[src/rtl/rect_fill_engine_if.sv]
// rect_fill_engine_if: request/status/pixel-write bundle for rect_fill_engine.
//   master : controller side, drives start/abort/geometry/colour/mode and
//            observes busy/done plus the VGA pixel-write port.
//   slave  : engine side.
//   start, abort        request level and early-termination input
//   x0, y0, w, h        rectangle origin and size (w/h may be 0)
//   colour, mode        base colour and colour mode (0..3)
//   busy, done          status
//   vga_x/y/colour/plot pixel write towards the VGA adapter
interface rect_fill_engine_if #(
  parameter int X_W      = 8,
  parameter int Y_W      = 7,
  parameter int COLOUR_W = 3
);
  logic                start;
  logic                abort;
  logic [X_W-1:0]      x0;
  logic [Y_W-1:0]      y0;
  logic [X_W:0]        w;
  logic [Y_W:0]        h;
  logic [COLOUR_W-1:0] colour;
  logic [1:0]          mode;
  logic                busy;
  logic                done;
  logic [X_W-1:0]      vga_x;
  logic [Y_W-1:0]      vga_y;
  logic [COLOUR_W-1:0] vga_colour;
  logic                vga_plot;

  modport master (
    output start, abort, x0, y0, w, h, colour, mode,
    input  busy, done, vga_x, vga_y, vga_colour, vga_plot
  );

  modport slave (
    input  start, abort, x0, y0, w, h, colour, mode,
    output busy, done, vga_x, vga_y, vga_colour, vga_plot
  );
endinterface

[src/rtl/rect_fill_engine.sv]
// rect_fill_engine: plots an axis-aligned rectangle clipped to the screen,
// one pixel per clock, column-major (y fastest), with four colour modes.
//   clk  : clock, rising edge
//   rst  : synchronous active-high reset
//   bus  : rect_fill_engine_if.slave (request, status, VGA pixel port)
// All outputs are registered from the next state, so each output reflects
// the state the engine is in during that cycle.
module rect_fill_engine #(
  parameter int SCREEN_W = 160,
  parameter int SCREEN_H = 120,
  parameter int X_W      = 8,
  parameter int Y_W      = 7,
  parameter int COLOUR_W = 3
) (
  input  logic               clk,
  input  logic               rst,
  rect_fill_engine_if.slave  bus
);

  typedef enum logic [1:0] {S_IDLE, S_LOAD, S_FILL, S_DONE} state_t;

  localparam logic [X_W+1:0] LP_SW = (X_W+2)'(SCREEN_W);
  localparam logic [Y_W+1:0] LP_SH = (Y_W+2)'(SCREEN_H);

  state_t              r_state;
  state_t              w_next;

  logic [X_W:0]        r_x_end;
  logic [Y_W+1:0]      r_y_end;
  logic [Y_W-1:0]      r_y0;
  logic [COLOUR_W-1:0] r_colour;
  logic [1:0]          r_mode;

  logic                r_busy;
  logic                r_done;
  logic [X_W-1:0]      r_vga_x;
  logic [Y_W-1:0]      r_vga_y;
  logic [COLOUR_W-1:0] r_vga_colour;
  logic                r_vga_plot;

  logic [X_W+1:0]      w_x_sum;
  logic [Y_W+1:0]      w_y_sum;
  logic [X_W:0]        w_x_end_ld;
  logic [Y_W+1:0]      w_y_end_ld;
  logic                w_empty;
  logic [X_W:0]        w_x_inc;
  logic [Y_W+1:0]      w_y_inc;
  logic                w_y_wrap;
  logic                w_x_last;
  logic [X_W-1:0]      w_nx;
  logic [Y_W-1:0]      w_ny;
  logic                w_plot;
  logic [COLOUR_W-1:0] w_src_colour;
  logic [1:0]          w_src_mode;
  logic [COLOUR_W-1:0] w_pix;

  // Sums are one bit wider than the stored end values so the clamp never
  // sees a wrapped result.
  always_comb begin
    w_x_sum    = {2'b00, bus.x0} + {1'b0, bus.w};
    w_y_sum    = {2'b00, bus.y0} + {1'b0, bus.h};
    w_x_end_ld = (w_x_sum > LP_SW) ? LP_SW[X_W:0] : w_x_sum[X_W:0];
    w_y_end_ld = (w_y_sum > LP_SH) ? LP_SH : w_y_sum;
    w_empty    = (bus.w == '0) || (bus.h == '0) ||
                 ({2'b00, bus.x0} >= LP_SW) || ({2'b00, bus.y0} >= LP_SH);
    w_x_inc    = {1'b0, r_vga_x} + (X_W+1)'(1);
    w_y_inc    = {2'b00, r_vga_y} + (Y_W+2)'(1);
    w_y_wrap   = (w_y_inc == r_y_end);
    w_x_last   = (w_x_inc == r_x_end);
  end

  // Next state and next pixel. The pixel registers double as the scan
  // counters: the pixel being shown is the current scan position.
  always_comb begin
    w_next       = r_state;
    w_nx         = r_vga_x;
    w_ny         = r_vga_y;
    w_plot       = 1'b0;
    w_src_colour = r_colour;
    w_src_mode   = r_mode;
    case (r_state)
      S_IDLE: begin
        if (bus.start) w_next = S_LOAD;
      end
      S_LOAD: begin
        // Colour/mode are latched on this edge, so the first pixel uses
        // the live inputs.
        w_src_colour = bus.colour;
        w_src_mode   = bus.mode;
        if (w_empty) begin
          w_next = S_DONE;
        end else begin
          w_next = S_FILL;
          w_nx   = bus.x0;
          w_ny   = bus.y0;
          w_plot = 1'b1;
        end
      end
      S_FILL: begin
        if (bus.abort || (w_y_wrap && w_x_last)) begin
          w_next = S_DONE;
        end else begin
          w_plot = 1'b1;
          if (w_y_wrap) begin
            w_ny = r_y0;
            w_nx = w_x_inc[X_W-1:0];
          end else begin
            w_ny = w_y_inc[Y_W-1:0];
          end
        end
      end
      S_DONE: begin
        if (!bus.start) w_next = S_IDLE;
      end
      default: w_next = S_IDLE;
    endcase

    case (w_src_mode)
      2'd0:    w_pix = w_src_colour;
      2'd1:    w_pix = w_nx[COLOUR_W-1:0];
      2'd2:    w_pix = (w_nx[0] ^ w_ny[0]) ? ~w_src_colour : w_src_colour;
      default: w_pix = w_ny[COLOUR_W-1:0];
    endcase
  end

  always_ff @(posedge clk) begin
    if (rst) begin
      r_state      <= S_IDLE;
      r_x_end      <= '0;
      r_y_end      <= '0;
      r_y0         <= '0;
      r_colour     <= '0;
      r_mode       <= '0;
      r_busy       <= 1'b0;
      r_done       <= 1'b0;
      r_vga_x      <= '0;
      r_vga_y      <= '0;
      r_vga_colour <= '0;
      r_vga_plot   <= 1'b0;
    end else begin
      r_state    <= w_next;
      r_busy     <= (w_next == S_LOAD) || (w_next == S_FILL);
      r_done     <= (w_next == S_DONE);
      r_vga_plot <= w_plot;
      if (w_plot) begin
        r_vga_x      <= w_nx;
        r_vga_y      <= w_ny;
        r_vga_colour <= w_pix;
      end
      if (r_state == S_LOAD) begin
        r_colour <= bus.colour;
        r_mode   <= bus.mode;
        r_y0     <= bus.y0;
        r_x_end  <= w_x_end_ld;
        r_y_end  <= w_y_end_ld;
      end
    end
  end

  assign bus.busy       = r_busy;
  assign bus.done       = r_done;
  assign bus.vga_x      = r_vga_x;
  assign bus.vga_y      = r_vga_y;
  assign bus.vga_colour = r_vga_colour;
  assign bus.vga_plot   = r_vga_plot;

endmodule

[src/flat_wrapper.sv]
// flat-port wrapper written by rule: the top's interface ports become plain ports
module rect_fill_engine_flat 
#(
  parameter int SCREEN_W = 160,
  parameter int SCREEN_H = 120,
  parameter int X_W      = 8,
  parameter int Y_W      = 7,
  parameter int COLOUR_W = 3
)
  (clk, rst, bus_start, bus_abort, bus_x0, bus_y0, bus_w, bus_h, bus_colour, bus_mode, bus_busy, bus_done, bus_vga_x, bus_vga_y, bus_vga_colour, bus_vga_plot);
  rect_fill_engine_if #(.X_W(X_W), .Y_W(Y_W), .COLOUR_W(COLOUR_W)) bus_i ();
  input  logic clk;
  input  logic rst;
  input wire logic [$bits(bus_i.start)-1:0] bus_start;
  input wire logic [$bits(bus_i.abort)-1:0] bus_abort;
  input wire logic [$bits(bus_i.x0)-1:0] bus_x0;
  input wire logic [$bits(bus_i.y0)-1:0] bus_y0;
  input wire logic [$bits(bus_i.w)-1:0] bus_w;
  input wire logic [$bits(bus_i.h)-1:0] bus_h;
  input wire logic [$bits(bus_i.colour)-1:0] bus_colour;
  input wire logic [$bits(bus_i.mode)-1:0] bus_mode;
  output wire logic [$bits(bus_i.busy)-1:0] bus_busy;
  output wire logic [$bits(bus_i.done)-1:0] bus_done;
  output wire logic [$bits(bus_i.vga_x)-1:0] bus_vga_x;
  output wire logic [$bits(bus_i.vga_y)-1:0] bus_vga_y;
  output wire logic [$bits(bus_i.vga_colour)-1:0] bus_vga_colour;
  output wire logic [$bits(bus_i.vga_plot)-1:0] bus_vga_plot;
  assign bus_i.start = bus_start;
  assign bus_i.abort = bus_abort;
  assign bus_i.x0 = bus_x0;
  assign bus_i.y0 = bus_y0;
  assign bus_i.w = bus_w;
  assign bus_i.h = bus_h;
  assign bus_i.colour = bus_colour;
  assign bus_i.mode = bus_mode;
  assign bus_busy = bus_i.busy;
  assign bus_done = bus_i.done;
  assign bus_vga_x = bus_i.vga_x;
  assign bus_vga_y = bus_i.vga_y;
  assign bus_vga_colour = bus_i.vga_colour;
  assign bus_vga_plot = bus_i.vga_plot;
  rect_fill_engine #(.SCREEN_W(SCREEN_W), .SCREEN_H(SCREEN_H), .X_W(X_W), .Y_W(Y_W), .COLOUR_W(COLOUR_W)) u_core (.clk(clk), .rst(rst), .bus(bus_i));
endmodule
[config.mk]
export PLATFORM = sky130hd
export DESIGN_NAME = rect_fill_engine_flat
export DESIGN_NICKNAME = d
export VERILOG_FILES = /design/src/rtl/rect_fill_engine_if.sv /design/src/rtl/rect_fill_engine.sv /design/src/flat_wrapper.sv
export SDC_FILE = /design/constraint.sdc
export NUM_CORES = 1
export LEC_CHECK = 0
export ABC_AREA = 1
export CAP_MARGIN = 20
export CORE_UTILIZATION = 49
export DETAILED_ROUTE_END_ITERATION = 8
export GPL_TIMING_DRIVEN = 0
export MAX_ROUTING_LAYER = met4
export PLACE_DENSITY = 0.77
export SETUP_SLACK_MARGIN = 0.15
export SLEW_MARGIN = 20
export SYNTH_ARGS = -nofsm -noshare
export SYNTH_HDL_FRONTEND = slang
export SYNTH_SLANG_ARGS = --single-unit
export TNS_END_PERCENT = 100
[constraint.sdc]
create_clock -name clk -period 2.28 [get_ports clk]
set_input_delay 0.228 -clock clk [delete_from_list [all_inputs] [get_ports clk]]
set_output_delay 0.228 -clock clk [all_outputs]
set_load 0.05 [all_outputs]
# After elaboration in Yosys (flattened, before gate mapping)
# Index checks and enable logic that the tools add are counted.
# word_totals
reg_bits	53
latchBits	0
ram_bits	0
mem_bits_ro	0
in_bits	41
output_inout_bits	21
word_cells	72
n_memories	0
# op_classes
add_sub_neg	4
multipliers	0
div	0
order_cmp	4
eq_ne	13
shifts	0
muxes	22
bitwise_logic	2
n_reduce_logical	13
# op_table
operator	count
$mux W8	3
$mux W7	3
$eq A9 B9 Y1	2
$mux W9	2
$pmux W8 S2	1
$pmux W7 S2	1
$add A8 B9 Y10	1
$eq A2 B2 Y1 const B	5
$gt A10 B8 Y1 const B	1
$add A7 B8 Y9	1
$add A8 B1 Y9 const B	1
$gt A9 B7 Y1 const B	1
$logic_not A9 Y1	1
$pmux W3 S3	1
$add A7 B1 Y8 const B	1
$ge A8 B8 Y1 const B	1
$logic_not A8 Y1	1
$mux W2	4
$pmux W2 S4	1
$ge A7 B7 Y1 const B	1
$eq A2 B1 Y1 const B	3
$mux W3	2
$logic_or A1 B1 Y1	5
$reduce_and A5 Y1	1
10 further kinds	14

# Depth between registers and ports, before layout
# Gate-level depths: netlist (run 1).
# depth
word_depth	9
ltp_mapped	22
mapped_depth_nobuf	22

# Worst setup path before layout (run 1)
# Ideal clock, no wire load.
# synth_timing
path_kind	reg2reg
from	register u_core.r_vga_x[0], in the netlist u_core.bus.vga_x[0]
to	register u_core.r_vga_colour[1], in the netlist u_core.bus.vga_colour[1]
setup_ps	138
arrival_ps	2593
t_required_ps	2142
slack_ps	-450
stages_incl_launch_ff	23
period_less_slack_ps	2730
cell_sequence	dfxtp_1 ha_1 nand2_2 nor2_4 nand2_2 nand2_1 nand2_1 nand2_1 nand2_1 nor2_2 nand3_2 nand2_4 nand2_4 nand2_1 nand3_2 nand2_1 nand2_1 nand2_2 nand3_1 nand3_1 nand2_1 nand2_1 a21oi_2
# synth_via
elab_chain_len	9
elab_cells_between_ends	15
cone_classes	add/sub: 1; eq/ne: 1; mux: 10; bitwise: 1; reduce/logical: 2
# synth_rtl
item	line_no	source
from (decl)	rect_fill_engine.sv:36	logic [X_W-1:0] r_vga_x;
from (signal assigned)	rect_fill_engine.sv:146	r_vga_x <= w_nx;
$add A8 B1 Y9	rect_fill_engine.sv:66	w_x_inc = {1'b0, r_vga_x} + (X_W+1)'(1);
$eq A9 B9 Y1	rect_fill_engine.sv:69	w_x_last = (w_x_inc == r_x_end);
$logic_and A1 B1 Y1	rect_fill_engine.sv:100	if (bus.abort || (w_y_wrap && w_x_last)) begin
$logic_or A1 B1 Y1	rect_fill_engine.sv:100	
$mux W8 / $mux W7 (equally long branches)	rect_fill_engine.sv:100	
$pmux W8 S2 / $pmux W7 S2 (equally long branches)	rect_fill_engine.sv:81	case (r_state)
$xor A1 B1 Y1	rect_fill_engine.sv:121	2'd2: w_pix = (w_nx[0] ^ w_ny[0]) ? ~w_src_colour : w_src_colour;
$mux W3	rect_fill_engine.sv:121	
$pmux W3 S3	rect_fill_engine.sv:118	case (w_src_mode)
to (signal assigned)	rect_fill_engine.sv:148	r_vga_colour <= w_pix;
to (decl)	rect_fill_engine.sv:38	logic [COLOUR_W-1:0] r_vga_colour;
# Parallel ways exist; a longest one is shown, timed or not. The select of a mux whose other input is x is not followed.
# A chain may end at the register's enable or synchronous reset.

# Worst setup path in the final report (run 1)
# layout_timing
from	register u_core.r_vga_y[0], in the netlist u_core.bus.vga_y[0]
to	register u_core.r_vga_x[4], in the netlist u_core.bus.vga_x[4]
# layout_via
elab_chain_len	7
elab_cells_between_ends	9
cone_classes	add/sub: 1; eq/ne: 3; mux: 2; reduce/logical: 3
# layout_rtl
item	line_no	source
from (decl)	rect_fill_engine.sv:37	logic [Y_W-1:0] r_vga_y;
from (signal assigned)	rect_fill_engine.sv:147	r_vga_y <= w_ny;
$add A7 B1 Y8 (*)	rect_fill_engine.sv:67	w_y_inc = {2'b00, r_vga_y} + (Y_W+2)'(1);
$eq A9 B9 Y1 (*)	rect_fill_engine.sv:68	w_y_wrap = (w_y_inc == r_y_end);
$logic_and A1 B1 Y1	rect_fill_engine.sv:100	
$logic_or A1 B1 Y1	rect_fill_engine.sv:100	
$mux W1	rect_fill_engine.sv:100	
$pmux W1 S2	rect_fill_engine.sv:81	
$reduce_and A5 Y1 (no line) (*)	--	
# Every way passes the cells marked *; elsewhere a longest branch is shown, timed or not.

==> metrics.csv, run 1 <==
stage,metric,value,unit
critical_path,Worst Path Arrival,2.81,ns
routing,drt total wl,12500,um
routing,initial DRC count,276,
logic_synthesis,"EDFF count, synth",0,
grt,first-pass GRT wire length,19310,um
critical_path,FF-to-FF End,u_core.bus.vga_x[4],
sta,final setup fails,20,
routing,Antenna Violating Nets Remaining,0,
worst_hold_path,hold path start,bus_y0[0],
logic_synthesis,Netlist Area Pre-Place,3946,um^2
layout,Layout area overhead,43.94,%
run_status,failing checks,setup timing,
layout,fillcell total,600,
layout,area of the multi-input gates,3004,um^2
logic_synthesis,Post-Syn Instances,581,
logic_synthesis,"FF+latch count, synth",53,
clock_tree,CTS tree,yes,
placement,RePlAce Congestion,0.9041,
worst_hold_path,Hold Path Depth,3,
critical_path,Startpoint Class,flip-flop,
critical_path,CP Max Fanout,7,
grt,total grt overflow,0,
sta,actual slew at the worst max-slew pin,0.8697,ns
logic_synthesis,top-area cell type share of the netlist area,26.89,%
logic_synthesis,ys async rst share,0,%
clock_tree,Clock Sinks,53,
power_and_ir_drop,power density cells,1091,nW/um^2
sta,setup ws final,-0.3143,ns
logic_synthesis,Synth cell types,42,
routing,routed vias,4365,
power_and_ir_drop,Leakage,0.002439,uW
floorplanning,Initial Utilization,50.81,%
sta,RSZ-0062 raised after global routing,true,
worst_hold_path,Hold Path Sink,u_core.r_y0[0],
critical_path,R2R depth,13,
critical_path,critical path type,flip-flop to flip-flop,
sta,clock skew,0.02045,ns
logic_synthesis,synthesized area per cell,6.792,um^2
floorplanning,Die Y,91.74,um
clock_tree,Num CTS Buffers,5,
logic_synthesis,Synth area leaders,"dfxtp_1 (27%), nand2_1 (12%), inv_1 (8.3%), ha_1 (7.3%), nand3_1 (5.5%)",
clock_tree,"Clk Latency, worst-skew pair",0.32,ns
routing,WL per Instance,15.82,um
critical_path,Worst Path Required,2.50,ns
layout,Sequential Area,1094,um^2
floorplanning,die area,8416,um^2
logic_synthesis,Yosys top cell by area,dfxtp_1,
layout,layout cells sized above 1,30.23,%
logic_synthesis,"Top FF cell, synth",dfxtp_1,
placement,input/output buffers,60,
logic_synthesis,Ys Warns,0,
sta,max-slew violation count,0,
placement,Final HPWL DP,8931,um
layout,Util after Layout,73.13,%
floorplanning,# rows,32,
sta,fmax,0.3855,GHz
floorplanning,core area,7767,um^2
grt,vias in the first global route,4151,
floorplanning,# IOs,62,
logic_synthesis,sequential area share after synthesis,26.89,%
sta,final hold violation count,0,
grt,antenna violations before repair,0,
power_and_ir_drop,VDD IR-drop max,0.6650,mV
sta,Final Cycle Share,113.8,%
floorplanning,die span in x,91.74,um
sta,relative slew slack,42.02,%
logic_synthesis,synth cell count leaders,"nand2_1 (125), inv_1 (87), dfxtp_1 (53), nand3_1 (43), o21ai_0 (37)",
clock_tree,CTS H-tree lvls,2,
sta,crit path time final,2.594,ns
critical_path,CP Capture Type,flip-flop,
critical_path,r2r setup slk,-0.31,ns
routing,vias per cell,5.525,
routing,TritonRoute pass-1 iters,5,
grt,largest net degree at the start of global routing,17,
logic_synthesis,top-count cell post-synth,nand2_1,
routing,DRC violations left,0,
clock_tree,Worst-path clk slew,0.11,ns
clock_tree,Clock Root Buffer,clkbuf_8,
layout,nets,753,
grt,GRT Total Usage,29.64,%
clock_tree,clk buf depth,2,
job,maxcap violations,0,
sta,worst hold slack,0.2355,ns
worst_hold_path,Worst Hold Class,primary input to flip-flop,
run_status,outcome,finished with violations,
critical_path,worst r2r src,u_core.bus.vga_y[0],
layout,Inserted Diodes,0,
clock_tree,Post-CTS Hold Buffers,0,
logic_synthesis,synthesized net count,647,
## flip-flops by register name (all words and copies together) (netlist names), 3 cells and up
register	cells
u_core.r_colour	3
u_core.r_y0	7
u_core.bus.vga_x	8
u_core.bus.vga_y	7
u_core.r_x_end	9
u_core.r_y_end	9
u_core.bus.vga_colour	3
## cells by family after synthesis
family          synth area share (%)
compound gates                 20.58
xor+xnor                       3.329
fa+ha+maj                      8.307
buf+inv                        10.81
flops                          26.89
simple gates                   30.09
## worst max-delay path, stage by stage (launching register included)
cell and delay [ns]:
dfxtp_4 0.39, ha_4 0.27, nor2_2 0.04, nor2_1 0.09, nand3_1 0.07, nor2_1 0.12
nand3_1 0.13, nor2_4 0.15, nand3_4 0.12, buf_8 0.16, buf_4 0.14, a211oi_4 0.33
clkinvlp_4 0.26, a211oi_2 0.22
## what timing repair did
action | 4_1_cts | 5_1_grt
setup endpoints to repair | 39 | 40
pin swaps | 30 | 46
buffers inserted | 26 | 11
resized for setup | 100 | 71
gates cloned | 2 | 0
hold endpoints to repair | 0 | 0
## cell usage in the layout, fill, tap and decap left out, types with 7 or more instances in the layout
master           Yosys  layout
nor2_1              35      30
nand3_2              4       7
buf_6                1      10
clkbuf_2             0       8
buf_4                0      29
xor2_1              10       8
nor2_4               2       7
clkbuf_1            11       8
dfxtp_2              0       8
nand2_4              5      12
nand2_2              7      11
dfxtp_1             53      39
inv_1               87      84
ha_1                23      13
nand3_1             43      37
a21oi_1             32      19
o21ai_2              1      16
nand2_1            125     112
inv_2                8       9
o31ai_1              9       7
dlygate4sd2_1        0       7
o21ai_1              5      10
nand4_1              8       8
clkdlybuf4s50_1      0      41
ha_4                 0       9
a21oi_2              6      16
o21ai_0             37      17
## where the power goes
group | internal (uW) | switching [uW]
Combinational | 1560 | 2590
Clock | 324 | 326
Sequential | 1190 | 210
## cell type report
type,count,share of cell area [%]
tap,102,2.247
clock inverter,3,0.7269
inverter,97,6.520
timing repair buffer,98,15.68
timing repair inverter,1,0.1322
buffer,14,1.344
clock buffer,5,1.211
multi-input combinational,417,52.89
sequential,53,19.25
## through the flow
step           cell area [um^2]  std cells  setup TNS, ns  power [uW]  setup slack (ns)
2_1_floorplan              4033        581       -0.08419        3711          -0.02595
3_3_place_gp               4761        743         -17.63        4481           -0.7019
3_5_place_dp               4761        743         -19.21        4555           -0.7619
4_1_cts                    5326        779         -2.636        5670           -0.2817
5_1_grt                    5680        790         -6.205        6605           -0.4817
6_report                   5680        790         -3.651        6200           -0.3143
## routing by layer
| layer | part of all wire [%] | global-route usage [%] | vias to the layer above |
|---|---|---|---|
| met4 | 2.8 | 9.115 | 0 |
| met2 | 50 | 51.38 | 147 |
| met3 | 5.5 | 3.400 | 38 |
| met1 | 42 | 36.13 | 2041 |
| li1 | - | - | 2139 |
| met5 | 0 | - | - |
## how the worst max path moves through the flow
stage	slack, ns	start	cells after the start	endpoint
floorplan	-0.03	u_core.bus.vga_y[0]	20	u_core.bus.vga_colour[1]
global placement	-0.70	bus_x0[5]	13	u_core.bus.vga_x[6]
detailed placement	-0.76	bus_x0[5]	13	u_core.bus.vga_x[5]
CTS	-0.28	u_core.bus.vga_y[0]	19	u_core.bus.vga_colour[2]
global route	-0.48	bus_h[5]	14	u_core.bus.vga_colour[1]
finish	-0.31	u_core.bus.vga_y[0]	13	u_core.bus.vga_x[4]
Power figures use the tool's default switching activity.
==> run 2, diff against run 1 <==
- CORE_MARGIN: not set -> 3
- MAX_ROUTING_LAYER: met4 -> not set
==> run 2 against run 1 <==
The flow still finishes with violations (setup timing). Maximum frequency grew 0.33%. Die area grew 8.9%. Clock power shrank 20%. Global-route usage shrank 2.9 points. First-iteration DRC count grew 14%. Critical path depth grew 3. Routed wire length grew 1.2%. Non-clock buffer count grew 2. Core utilization shrank 1.4 points. Design area shrank 1.9%. Combinational power shrank 3%. Critical path type unchanged.
==> metrics.csv, run 2 (synthesized netlist as in run 1, its figures left out) <==
stage,metric,value,unit
clock_tree,CTS H-tree lvls,2,
layout,"most common cell after layout, fill and taps aside",nand2_1,
routing,TritonRoute pass-1 iters,6,
placement,input/output buffers,60,
clock_tree,"Clk Latency, worst-skew pair",0.32,ns
power_and_ir_drop,power density cells,1066,nW/um^2
job,maxcap violations,0,
clock_tree,Worst-path clk slew,0.09,ns
grt,GRT Total Usage,26.75,%
routing,WL per Instance,15.99,um
sta,setup ws final,-0.3057,ns
layout,layout cells sized above 1,30.48,%
layout,nets,755,
floorplanning,# IOs,62,
critical_path,critical path type,flip-flop to flip-flop,
critical_path,CP Max Fanout,5,
critical_path,Startpoint Class,flip-flop,
routing,drt total wl,12650,um
grt,antenna violations before repair,0,
layout,Util after Layout,71.78,%
grt,vias in the first global route,4217,
critical_path,Worst Path Arrival,2.82,ns
sta,final setup fails,17,
placement,pre-CTS WS,-0.7341,ns
worst_hold_path,Worst Hold Class,primary input to flip-flop,
grt,largest net degree at the start of global routing,15,
routing,vias per cell,5.654,
critical_path,CP Capture Type,flip-flop,
sta,Final Cycle Share,113.4,%
layout,most frequent cells in the layout,"nand2_1 (104), inv_1 (81), clkdlybuf4s50_1 (40)",
clock_tree,Num CTS Buffers,5,
floorplanning,Initial Utilization,50.81,%
sta,fmax,0.3867,GHz
power_and_ir_drop,Leakage,0.002426,uW
critical_path,CP most frequent cell,nand2_4,
clock_tree,Clock Root Buffer,clkbuf_8,
layout,Layout area overhead,41.28,%
sta,actual slew at the worst max-slew pin,0.7618,ns
sta,crit path time final,2.586,ns
placement,Final HPWL DP,8876,um
floorplanning,core area,7767,um^2
sta,final hold violation count,0,
floorplanning,Die Y,95.74,um
critical_path,Worst Path Required,2.52,ns
routing,Antenna Violating Nets Remaining,0,
clock_tree,Clock Sinks,53,
sta,max-slew violation count,0,
sta,relative slew slack,49.21,%
power_and_ir_drop,VDD IR-drop max,0.5830,mV
run_status,outcome,finished with violations,
critical_path,critical path's slowest cell,dfxtp_4,
clock_tree,clk buf depth,2,
sta,clock skew,0.006763,ns
floorplanning,die span in x,95.74,um
floorplanning,# rows,32,
placement,RePlAce Congestion,0.9531,
routing,DRC violations left,0,
clock_tree,CTS tree,yes,
run_status,failing checks,setup timing,
routing,initial DRC count,315,
routing,routed vias,4472,
clock_tree,Post-CTS Hold Buffers,0,
critical_path,CP cell instances,ha_4 > nand2_4 > nor2_4 > buf_6 > nand4_1 > nand3_1 > nor2_1 > nand3_2 > nand2_4 > nand2_4 > nand2_8 > nand2_4 > nand3_4 > a211oi_4 > clkinvlp_4 > a211oi_2,
critical_path,CP peak stage delay,0.40,ns
floorplanning,die area,9166,um^2
grt,first-pass GRT wire length,19200,um
grt,total grt overflow,0,
layout,Inserted Diodes,0,
sta,RSZ-0062 raised after global routing,true,
==> run 2: power by group <==
group / leakage [uW] / switching (uW) / internal [uW]
Sequential: 0.000441 / 213 / 1190
Clock: 0.0000387 / 312 / 208
Combinational: 0.00195 / 2530 / 1490
==> run 2: area by class of cell <==
type / count / area [um^2]
fillers: 595 / 2192
flip-flops and latches: 53 / 1094
repair buffers: 100 / 918.4
inverters: 97 / 374.1
clock buffers: 6 / 72.57
well taps: 102 / 127.6
repair inverters: 1 / 7.507
plain buffers: 14 / 72.57
clock inverters: 1 / 3.754
multi-input cells: 417 / 2905
==> run 2: what timing repair did <==
| action | 4_1_cts | 5_1_grt |
|---|---|---|
| endpoints found under the setup margin | 39 | 40 |
| gates cloned | 2 | 0 |
| pin swaps | 31 | 28 |
| buffers inserted | 28 | 11 |
| resized for setup | 87 | 77 |
==> run 2: routing by layer <==
metal  wire length [um]  track usage (%)  vias up
met4                389            11.26        0
met2               6423            47.31      216
met1               5003            32.52     2072
li1                   -                -     2143
met3                829            3.362       41
met5                  0                0        -
==> run 2: per-stage QoR <==
step / area, um^2 / hold slack, ns / setup TNS (ns) / total power [uW] / cells
CTS: 5264 / 0.3097 / -1.824 / 5497 / 780
global placement: 4761 / 0.4309 / -17.26 / 4456 / 743
detailed placement: 4761 / 0.4330 / -19.34 / 4551 / 743
global route: 5575 / 0.3239 / -5.715 / 6332 / 791
floorplan: 4033 / 0.3629 / -0.08419 / 3711 / 581
finish: 5575 / 0.3075 / -2.989 / 5943 / 791
==> run 2: critical path, delay by kind of cell, from the launching register on <==
family | cells | cell delay [ns]
fa+ha+maj | 1 | 0.15
compound gates | 2 | 0.54
flops | 1 | 0.40
buf+inv | 2 | 0.38
simple gates | 11 | 1.01
==> run 2: worst paths after layout <==
path,start,to,slack (ns),cells after the start
hold reg to reg,u_core.r_y_end[8],u_core.r_y_end[8],0.45,2
setup reg to reg,u_core.bus.vga_x[0],u_core.bus.vga_x[4],-0.31,16
setup / recovery,u_core.bus.vga_x[0],u_core.bus.vga_x[4],-0.31,16
hold / removal,bus_y0[0],u_core.r_y0[0],0.31,3
==> run 3, diff against run 2 <==
- CAP_MARGIN: 20 -> not set
- CORE_ASPECT_RATIO: not set -> 0.9
==> run 3 against run 2 <==
The flow still finishes with violations (setup timing). Via count grew 9.5%. Global-route usage grew 1.4 points. Total power grew 10%. Combinational power grew 13%. Final cell count grew 0.76%. Critical path type unchanged. Critical endpoint is now u_core.bus.vga_colour[0]. Largest cell class unchanged. Largest power group unchanged.
==> metrics.csv, run 3 (synthesized netlist as in run 1, its figures left out) <==
stage,metric,value,unit
sta,final hold violation count,0,
routing,routed vias,4896,
layout,most frequent cells in the layout,"nand2_1 (102), inv_1 (82), clkdlybuf4s50_1 (42), buf_4 (42), dfxtp_1 (39)",
sta,max-slew violation count,0,
placement,RePlAce Congestion,0.9271,
sta,fmax,0.3661,GHz
placement,input/output buffers,60,
grt,vias in the first global route,4450,
critical_path,CP endpoint,u_core.bus.vga_colour[0],
layout,area of the multi-input gates,3045,um^2
routing,drt total wl,14850,um
placement,Final HPWL DP,9242,um
sta,Final Cycle Share,119.8,%
critical_path,Critical Path Source,u_core.bus.vga_y[1],
layout,layout cells sized above 1,34.66,%
layout,Inserted Diodes,0,
job,maxcap violations,0,
critical_path,CP Max Fanout,4,
sta,clock skew,0.009524,ns
grt,antenna violations before repair,0,
grt,largest net degree at the start of global routing,16,
critical_path,Startpoint Class,flip-flop,
layout,Sequential Area,1094,um^2
sta,TNS Setup,-6.551,ns
routing,vias per cell,6.143,
critical_path,Worst Path Arrival,2.97,ns
routing,WL per Instance,18.63,um
critical_path,critical path type,flip-flop to flip-flop,
layout,nets,766,
layout,Layout area overhead,47.15,%
clock_tree,CTS tree,yes,
clock_tree,CTS H-tree lvls,2,
routing,Antenna Violating Nets Remaining,0,
sta,RSZ-0062 raised after global routing,true,
sta,worst hold slack,0.2598,ns
critical_path,CP Capture Type,flip-flop,
layout,Util after Layout,75.46,%
power_and_ir_drop,VDD IR-drop max,0.5165,mV
run_status,failing checks,setup timing,
floorplanning,# rows,30,
clock_tree,"Clk Latency, worst-skew pair",0.31,ns
run_status,outcome,finished with violations,
critical_path,r2r setup slk,-0.45,ns
sta,actual slew at the worst max-slew pin,0.7838,ns
grt,GRT Total Usage,28.16,%
grt,total grt overflow,0,
clock_tree,Worst-path clk slew,0.10,ns
floorplanning,die span in x,100.6,um
layout,fillcell total,533,
critical_path,FF-to-FF End,u_core.bus.vga_colour[0],
grt,first-pass GRT wire length,21050,um
layout,"most common cell after layout, fill and taps aside",nand2_1,
floorplanning,Die Y,91.14,um
critical_path,Worst Path Required,2.52,ns
clock_tree,Clock Root Buffer,clkbuf_8,
floorplanning,core area,7695,um^2
critical_path,worst r2r src,u_core.bus.vga_y[1],
clock_tree,Clock Sinks,53,
routing,DRC violations left,0,
power_and_ir_drop,power density cells,1127,nW/um^2
floorplanning,die area,9168,um^2
power_and_ir_drop,"Power, Total",6543,uW
sta,setup ws final,-0.4514,ns
clock_tree,clk buf depth,2,
sta,crit path time final,2.731,ns
floorplanning,Initial Utilization,51.28,%
routing,TritonRoute pass-1 iters,9,
sta,final setup fails,22,
floorplanning,# IOs,62,
sta,relative slew slack,47.75,%
critical_path,R2R depth,19,
clock_tree,Num CTS Buffers,5,
worst_hold_path,Worst Hold Class,primary input to flip-flop,
power_and_ir_drop,Leakage,0.002500,uW
routing,initial DRC count,467,
[run 3: cell types whose count changed in the layout (fill, tap and decap cells not counted), moves of 4 or more]
| cell | change |
|---|---|
| a21oi_2 | +6 |
| o21ai_2 | +4 |
| a21oi_1 | -6 |
| nand2_4 | +4 |
| buf_4 | +9 |
| dlymetal6s2s_1 | -4 |
| nand3_2 | +5 |
[run 3: power breakdown]
group          switching (uW)  leakage (uW)  total, uW  internal [uW]
clock network             326     0.0000455        575            249
logic                    2850       0.00201       4560           1710
registers                 218      0.000441       1410           1190
total                    3400       0.00250       6540           3150
[run 3: stage by stage]
step	instance area (um^2)	worst slack, ns	cells
2_1_floorplan	4033	-0.02595	581
3_3_place_gp	4753	-0.8030	737
3_5_place_dp	4753	-0.8565	737
4_1_cts	5444	-0.2223	781
5_1_grt	5807	-0.5404	797
6_report	5807	-0.4514	797
[run 3: layout make-up]
| cell class | count | share of cell area, % |
|---|---|---|
| Buffer | 14 | 1.336 |
| Clock buffer | 8 | 1.551 |
| Inverter | 97 | 6.378 |
| Multi-Input combinational cell | 417 | 52.45 |
| Sequential cell | 53 | 18.83 |
| Tap cell | 96 | 2.069 |
| Timing Repair Buffer | 111 | 17.26 |
| Timing Repair inverter | 1 | 0.1293 |
[run 3: what timing repair did]
action | in CTS | in global routing
setup endpoints to repair | 38 | 40
hold buffers | 0 | 0
resized for setup | 112 | 85
buffers inserted | 34 | 16
gates cloned | 2 | 0
pin swaps | 40 | 47
[run 3: metal layers]
metal	wire (um)	vias to the layer above	global-route usage (%)
met4	801	0	9.989
met5	0	-	0
met1	5305	2228	34.56
met2	7178	388	49.18
li1	-	2174	-
met3	1562	106	4.378
[run 3: worst min path at each step]
stage / depth (start not counted) / from / slack [ns] / endpoint
after floorplan: 2 / bus_y0[0] / 0.36 / u_core.r_y0[0]
after global placement: 2 / u_core.r_y_end[8] / 0.43 / u_core.r_y_end[8]
after detailed placement: 2 / u_core.r_y_end[8] / 0.43 / u_core.r_y_end[8]
after CTS: 3 / bus_y0[0] / 0.34 / u_core.r_y0[0]
after global routing: 3 / bus_y0[0] / 0.26 / u_core.r_y0[0]
final: 3 / bus_y0[0] / 0.26 / u_core.r_y0[0]
[run 3: critical path, cell delays in order, from the launching register on]
cell     delay [ns]
dfxtp_4        0.38
ha_4           0.29
nor2_2         0.04
nor2_1         0.12
nand3_1        0.11
nor2_1         0.12
nand3_1        0.12
nor2_4         0.14
nand3_4        0.14
nand2_1        0.10
nand2_1        0.10
nand2_2        0.10
nand3_2        0.12
a21oi_4        0.22
nand2_2        0.11
nand3_2        0.09
nand3_2        0.07
nand2_1        0.09
nand2_2        0.07
a21oi_2        0.12
